$ cat src/rtl/vga_fb_writer_if.sv
// vga_fb_writer_if: pixel command port plus SRAM arbiter port of vga_fb_writer.
interface vga_fb_writer_if;
   logic        pix_valid;
   logic        pix_ready;
   logic [9:0]  pix_x;
   logic [8:0]  pix_y;
   logic [1:0]  pix_op;
   logic        pix_done;
   logic        pix_err;
   logic        pix_rdata;
   logic        clr_req;
   logic        clr_busy;
   logic [31:0] word_address_dest;
   logic [3:0]  byte_select;
   logic [31:0] SRAM_data_out;
   logic        read_en;
   logic        write_en;
   logic [31:0] SRAM_data_in;
   logic        SRAM_busy;
   modport master (
      output pix_valid, pix_x, pix_y, pix_op, clr_req, SRAM_data_in, SRAM_busy,
      input  pix_ready, pix_done, pix_err, pix_rdata, clr_busy,
             word_address_dest, byte_select, SRAM_data_out, read_en, write_en
   );
   modport slave (
      input  pix_valid, pix_x, pix_y, pix_op, clr_req, SRAM_data_in, SRAM_busy,
      output pix_ready, pix_done, pix_err, pix_rdata, clr_busy,
             word_address_dest, byte_select, SRAM_data_out, read_en, write_en
   );
endinterface

$ cat src/rtl/vga_fb_writer.sv
// vga_fb_writer: single-pixel read-modify-write port into the 1-bpp VGA framebuffer SRAM.
// Define FB_CLEAR_EN to build in the full-framebuffer clear driven by clr_req.
module vga_fb_writer #(
   parameter int unsigned H_RES     = 128,
   parameter int unsigned V_RES     = 96,
   parameter int unsigned BASE_ADDR = 0,
   parameter logic [31:0] FILL_WORD = 32'h0000_0000
) (
   input  logic           clk,
   input  logic           nrst,
   vga_fb_writer_if.slave bus
);
   localparam int unsigned LAST_ADDR = BASE_ADDR + H_RES * V_RES / 32 - 1;
   typedef enum logic [2:0] {
      IDLE, RD_REQ, RD_WAIT, WR_REQ, RESP
`ifdef FB_CLEAR_EN
      , CLEAR
`endif
   } state_t;
   state_t      r_state;
   logic [1:0]  r_op;
   logic [4:0]  r_bit;
   logic [31:0] r_addr, r_wdata;
   logic [3:0]  r_be;
   logic        r_rd_en, r_wr_en, r_done, r_err, r_rdata;
   logic [31:0] w_index, w_mask, w_wdata;
   logic        w_oor, w_clr;
   assign w_index = 32'(bus.pix_y) * H_RES + 32'(bus.pix_x);
   assign w_oor   = (32'(bus.pix_x) >= H_RES) || (32'(bus.pix_y) >= V_RES);
   assign w_mask  = 32'b1 << r_bit;
   assign w_wdata = r_op == 2'b00 ? bus.SRAM_data_in & ~w_mask :
                    r_op == 2'b01 ? bus.SRAM_data_in | w_mask : bus.SRAM_data_in ^ w_mask;
`ifdef FB_CLEAR_EN
   assign w_clr        = bus.clr_req;
   assign bus.clr_busy = r_state == CLEAR;
`else
   assign w_clr        = 1'b0;
   assign bus.clr_busy = 1'b0;
`endif
   // A clear request in IDLE takes priority, so the command port is closed that cycle.
   assign bus.pix_ready         = (r_state == IDLE) && !w_clr;
   assign bus.pix_done          = r_done;
   assign bus.pix_err           = r_err;
   assign bus.pix_rdata         = r_rdata;
   assign bus.word_address_dest = r_addr;
   assign bus.byte_select       = r_be;
   assign bus.SRAM_data_out     = r_wdata;
   assign bus.read_en           = r_rd_en;
   assign bus.write_en          = r_wr_en;
   always_ff @(posedge clk or negedge nrst) begin
      if (!nrst) begin
         r_state <= IDLE;
         r_op    <= 2'b00;
         r_bit   <= 5'd0;
         r_addr  <= 32'd0;
         r_wdata <= 32'd0;
         r_be    <= 4'd0;
         r_rd_en <= 1'b0;
         r_wr_en <= 1'b0;
         r_done  <= 1'b0;
         r_err   <= 1'b0;
         r_rdata <= 1'b0;
      end else begin
         r_done <= 1'b0;
         case (r_state)
            IDLE: begin
`ifdef FB_CLEAR_EN
               if (bus.clr_req) begin
                  r_state <= CLEAR;
                  r_wr_en <= 1'b1;
                  r_addr  <= BASE_ADDR;
                  r_be    <= 4'b1111;
                  r_wdata <= FILL_WORD;
               end else
`endif
               if (bus.pix_valid) begin
                  r_op    <= bus.pix_op;
                  r_bit   <= ~w_index[4:0];
                  r_addr  <= BASE_ADDR + (w_index >> 5);
                  r_be    <= 4'b1111;
                  r_err   <= w_oor;
                  r_rdata <= 1'b0;
                  r_rd_en <= !w_oor;
                  r_state <= w_oor ? RESP : RD_REQ;
               end
            end
            RD_REQ:
               if (!bus.SRAM_busy) begin
                  r_rd_en <= 1'b0;
                  r_state <= RD_WAIT;
               end
            RD_WAIT: begin
               r_rdata <= bus.SRAM_data_in[r_bit];
               r_wdata <= w_wdata;
               r_be    <= 4'b0001 << r_bit[4:3];
               r_wr_en <= r_op != 2'b11;
               r_state <= r_op == 2'b11 ? RESP : WR_REQ;
            end
            WR_REQ:
               if (!bus.SRAM_busy) begin
                  r_wr_en <= 1'b0;
                  r_state <= RESP;
               end
            RESP: begin
               r_done  <= 1'b1;
               r_state <= IDLE;
            end
`ifdef FB_CLEAR_EN
            CLEAR:
               if (!bus.SRAM_busy) begin
                  if (r_addr == LAST_ADDR) begin
                     r_wr_en <= 1'b0;
                     r_state <= IDLE;
                  end else r_addr <= r_addr + 32'd1;
               end
`endif
            default: r_state <= IDLE;
         endcase
      end
   end
endmodule

$ cat src/flat_wrapper.sv
// flat-port wrapper written by rule: the top's interface ports become plain ports
module vga_fb_writer_flat 
#(
   parameter int unsigned H_RES     = 128,
   parameter int unsigned V_RES     = 96,
   parameter int unsigned BASE_ADDR = 0,
   parameter logic [31:0] FILL_WORD = 32'h0000_0000
)
  (clk, nrst, bus_pix_valid, bus_pix_x, bus_pix_y, bus_pix_op, bus_clr_req, bus_SRAM_data_in, bus_SRAM_busy, bus_pix_ready, bus_pix_done, bus_pix_err, bus_pix_rdata, bus_clr_busy, bus_word_address_dest, bus_byte_select, bus_SRAM_data_out, bus_read_en, bus_write_en);
  vga_fb_writer_if bus_i ();
  input  logic clk;
  input  logic nrst;
  input wire logic [$bits(bus_i.pix_valid)-1:0] bus_pix_valid;
  input wire logic [$bits(bus_i.pix_x)-1:0] bus_pix_x;
  input wire logic [$bits(bus_i.pix_y)-1:0] bus_pix_y;
  input wire logic [$bits(bus_i.pix_op)-1:0] bus_pix_op;
  input wire logic [$bits(bus_i.clr_req)-1:0] bus_clr_req;
  input wire logic [$bits(bus_i.SRAM_data_in)-1:0] bus_SRAM_data_in;
  input wire logic [$bits(bus_i.SRAM_busy)-1:0] bus_SRAM_busy;
  output wire logic [$bits(bus_i.pix_ready)-1:0] bus_pix_ready;
  output wire logic [$bits(bus_i.pix_done)-1:0] bus_pix_done;
  output wire logic [$bits(bus_i.pix_err)-1:0] bus_pix_err;
  output wire logic [$bits(bus_i.pix_rdata)-1:0] bus_pix_rdata;
  output wire logic [$bits(bus_i.clr_busy)-1:0] bus_clr_busy;
  output wire logic [$bits(bus_i.word_address_dest)-1:0] bus_word_address_dest;
  output wire logic [$bits(bus_i.byte_select)-1:0] bus_byte_select;
  output wire logic [$bits(bus_i.SRAM_data_out)-1:0] bus_SRAM_data_out;
  output wire logic [$bits(bus_i.read_en)-1:0] bus_read_en;
  output wire logic [$bits(bus_i.write_en)-1:0] bus_write_en;
  assign bus_i.pix_valid = bus_pix_valid;
  assign bus_i.pix_x = bus_pix_x;
  assign bus_i.pix_y = bus_pix_y;
  assign bus_i.pix_op = bus_pix_op;
  assign bus_i.clr_req = bus_clr_req;
  assign bus_i.SRAM_data_in = bus_SRAM_data_in;
  assign bus_i.SRAM_busy = bus_SRAM_busy;
  assign bus_pix_ready = bus_i.pix_ready;
  assign bus_pix_done = bus_i.pix_done;
  assign bus_pix_err = bus_i.pix_err;
  assign bus_pix_rdata = bus_i.pix_rdata;
  assign bus_clr_busy = bus_i.clr_busy;
  assign bus_word_address_dest = bus_i.word_address_dest;
  assign bus_byte_select = bus_i.byte_select;
  assign bus_SRAM_data_out = bus_i.SRAM_data_out;
  assign bus_read_en = bus_i.read_en;
  assign bus_write_en = bus_i.write_en;
  vga_fb_writer #(.H_RES(H_RES), .V_RES(V_RES), .BASE_ADDR(BASE_ADDR), .FILL_WORD(FILL_WORD)) u_core (.clk(clk), .nrst(nrst), .bus(bus_i));
endmodule
$ cat config.mk
export PLATFORM = sky130hd
export DESIGN_NAME = vga_fb_writer_flat
export DESIGN_NICKNAME = d
export VERILOG_FILES = /design/src/rtl/vga_fb_writer_if.sv /design/src/rtl/vga_fb_writer.sv /design/src/flat_wrapper.sv
export SDC_FILE = /design/constraint.sdc
export NUM_CORES = 1
export LEC_CHECK = 0
export ABC_CLOCK_PERIOD_IN_PS = 2300
export BUFFER_PORTS_ARGS = -buffer_cell sky130_fd_sc_hd__clkbuf_2
export CAP_MARGIN = 25
export CELL_PAD_IN_SITES_DETAIL_PLACEMENT = 0
export CELL_PAD_IN_SITES_GLOBAL_PLACEMENT = 2
export CORE_AREA = 10 10 137 139
export CTS_CLUSTER_SIZE = 24
export DETAILED_ROUTE_END_ITERATION = 6
export DIE_AREA = 0 0 147 149
export HOLD_SLACK_MARGIN = 0.02
export PLACE_DENSITY = 0.81
export SYNTH_ARGS = -nofsm -noshare
export SYNTH_HDL_FRONTEND = slang
export SYNTH_SLANG_ARGS = --single-unit
$ cat constraint.sdc
create_clock -name clk -period 2.3 [get_ports clk]
set_input_delay 0.46 -clock clk [delete_from_list [all_inputs] [get_ports clk]]
set_output_delay 0.46 -clock clk [all_outputs]
set_load 0.05 [all_outputs]
==> results by group <==
Outcome
  – Status: complete, no violations

Final layout
  – Layout Area Growth over Synthesis: 21.6%
  – Share of layout cells above drive strength 1: 23.2%
  – Number of diodes: 0
  – Leading cell types in the layout, fill and taps excluded: clkbuf_2, nand2_1, ha_1, dfrtp_1, inv_1
  – Nets: 820
  – Commonest non-fill, non-tap cell in the layout: clkbuf_2
  – Post-route insts no fill: 919

STA
  – Slew of the pin with the lowest slew margin: 0.647 ns
  – Tcrit/Tclk final: 89.6%
  – Clk_skew: 0.00688 ns
  – RSZ-0062 raised after global routing: no
  – Max-slew headroom: 56.5%
  – Final min period: 2.06 ns
  – Setup tns final: 0 ns
  – Worst setup margin: 0.239 ns
  – Fin. Hold Viols: 0
  – # setup viols final: 0
  – Slew Viols, Final: 0
  – Highest attainable clock frequency: 485 MHz

Run
  – Total of max-cap violations: 0

Clock network
  – Clock latency on the worst-skew pair: 0.34 ns
  – Root Buffer: clkbuf_16
  – Clock Pin Slew Worst Setup and Hold Paths: 0.06 ns
  – CTS Sinks: 63
  – H-tree depth: 3
  – Postcts setup bufs: 0
  – Inserted Clock Buffers: 9
  – # hold bufs at CTS: 0
  – Maximum clock insertion buffer count: 2
  – TritonCTS clock tree: yes
  – Post-cts sizing count: 0

Yosys
  – Top FF cell, synth: dfrtp_1
  – Sequential share of the synthesized area: 32.1%
  – Post-synth EDFFs: 0
  – Synthesis-stage register bit count: 63
  – Ys Warns: 0
  – Mapped Cells: 588
  – Post-synth ARST share: 100%
  – Post-Syn Area per Cell: 8.34 µm²
  – Unique masters post-synth: 51
  – Synth Cell Area: 4910 µm²

Power
  – Maximum vdd ir drop: 0.720 mV
  – Leakage: 0.00306 µW
  – PD cells: 1440 nW/µm²

Floorplan
  – Die area: 21900 µm²
  – I/O Pins: 133
  – Initial core utilization: 30.3%
  – Die extent in x: 147 µm
  – Rows: 47
  – Die H: 149 µm
  – Core area: 16200 µm²

Global route
  – M3 GR Usage: 4.98%
  – Largest net degree at the start of global routing: 70
  – Met2 Track Usage GR: 19.9%
  – Grt peak-use layer: met2
  – Overflow after GRT: 0
  – Vias in the first global route: 4185
  – First-pass GRT wire length: 22700 µm
  – Gr usage total: 12.9%
  – Initial antenna violation count: 0
  – GR Layer Usage met1: 16.3%

Drt
  – Vias: 4120
  – # DRC: 0
  – Routed length per instance: 14.9 µm
  – TritonRoute pass-1 iters: 4
  – Vias/cell: 4.48
  – DRT iter0 DRCs: 172
  – Antenna viol nets, final: 0
  – Detailed-route wire length: 13700 µm

Placement
  – Hpwl dp: 10800 µm
  – I/O Buffers: 110
  – Pre-CTS WS: 0.246 ns
  – Placer Congestion: 0.801
  – Placed cell count: 903

Worst hold path
  – Worst min-delay path class: in -> async

Worst setup path
  – Reg2reg setup slack: 0.24 ns
  – CP startpoint kind: register
  – CP arrival: 2.32 ns
  – CP Capture Type: register
  – Critical R2R Launch: u_core.r_bit[1]
  – Reg-to-Reg End: u_core.bus.SRAM_data_out[10]
  – Req. time, crit path: 2.56 ns
  – FF-to-FF path depth: 7
  – Crit Path Max Fanout: 11
  – WS Path Type: reg -> reg
through the flow:
| step | utilization (%) | instance area [µm²] | hold WS [ns] | power [µW] |
|---|---|---|---|---|
| 6_report | 36.9 | 5960 | 0.124 | 8570 |
| 5_1_grt | 36.9 | 5960 | 0.159 | 9320 |
| 4_1_cts | 36.9 | 5960 | 0.150 | 8710 |
| 3_3_place_gp | 34.9 | 5650 | 0.461 | 7160 |
| 2_1_floorplan | - | 4980 | 0.164 | 5920 |
| 3_5_place_dp | 34.9 | 5650 | 0.464 | 7230 |
per-layer routing:
metal,part of all wire [%],up-vias,routed length [µm]
met4,1.3,0,173
li1,-,2111,-
met3,7.4,12,1010
met1,46,1899,6290
met5,0,-,0
met2,45,98,6240
synth_stat cells (all sizes together), types with 2 or more instances:
cell / count / area [µm²]
xor2: 3 / 26.3
nor4: 2 / 12.5
ha: 67 / 838
nand3b: 4 / 30.0
nor2b: 3 / 21.3
a21o: 3 / 22.5
o22a: 2 / 17.5
inv: 57 / 214
nand2b: 2 / 12.5
o21ai: 47 / 239
nor2: 45 / 171
a31oi: 2 / 12.5
clkbuf: 16 / 60.1
and3: 2 / 12.5
xnor2: 5 / 43.8
a21oi: 38 / 190
nor3: 6 / 30.0
nand3: 11 / 55.1
nand2: 105 / 397
a211oi: 8 / 60.1
dfrtp: 63 / 1580
nor3b: 5 / 37.5
o32ai: 2 / 17.5
mux4: 4 / 93.8
buf: 42 / 297
and2: 2 / 12.5
mux2i: 27 / 270
worst max-delay path by stage:
| stage | endpoint | slack [ns] | from | cells after the start |
|---|---|---|---|---|
| 2_1_floorplan | bus_pix_ready | 0.25 | u_core.r_state[0] | 2 |
| 3_5_place_dp | u_core.bus.SRAM_data_out[10] | 0.25 | u_core.r_bit[2] | 9 |
| 6_report | u_core.bus.SRAM_data_out[10] | 0.24 | u_core.r_bit[1] | 7 |
| 4_1_cts | u_core.bus.SRAM_data_out[10] | 0.23 | u_core.r_bit[2] | 9 |
| 5_1_grt | u_core.bus.SRAM_data_out[10] | 0.06 | u_core.r_bit[1] | 7 |
| 3_3_place_gp | u_core.bus.SRAM_data_out[10] | 0.29 | u_core.r_bit[2] | 8 |
logic make-up (layout without fill, tap and decap cells):
family                   count (synthesis)  count (layout)  share of synthesized area (%)
adder cells (fa/ha/maj)                 68              68                           17.5
XOR/XNOR                                 8               8                           1.43
flip-flops                              63              63                           32.1
AND/OR/NAND/NOR                        192             192                           17.0
multiplexers                            32              32                           7.65
other                                    1              21                         0.0764
AO/OA/AOI/OAI                          109             109                           12.6
buffers and inverters                  115             206                           11.6
worst max-delay path, stage by stage, from the launching register on:
cell and delay (ns):
dfrtp_1 0.60, nor3b_1 0.42, buf_4 0.19, nand2_1 0.08
ha_1 0.21, a211oi_1 0.24, a21oi_1 0.08, o21ai_0 0.16
state kept, by name (all words and copies together), names as in the netlist:
| register | count |
|---|---|
| u_core.bus.SRAM_data_out | 32 |
| u_core.bus.byte_select | 4 |
| u_core.bus.pix_done | 1 |
| u_core.bus.pix_err | 1 |
| u_core.bus.pix_rdata | 1 |
| u_core.bus.read_en | 1 |
| u_core.bus.word_address_dest | 12 |
| u_core.bus.write_en | 1 |
| u_core.r_bit | 5 |
| u_core.r_op | 2 |
| u_core.r_state | 3 |
area by class of cell:
class / instances / area (µm²)
clock inverters: 5 / 56.3
well taps: 220 / 275
repair buffers: 133 / 748
flip-flops and latches: 63 / 1580
clock buffers: 11 / 253
multi-input cells: 430 / 2840
inverters: 57 / 214
fillers: 1727 / 10200
power breakdown:
part           internal [µW]  switching (µW)  total [µW]
Combinational           1490            3540        5030
Sequential              1640             476        2110
Clock                    896             534        1430
Total                   4020            4550        8570
(Power assumes the default switching activity.)
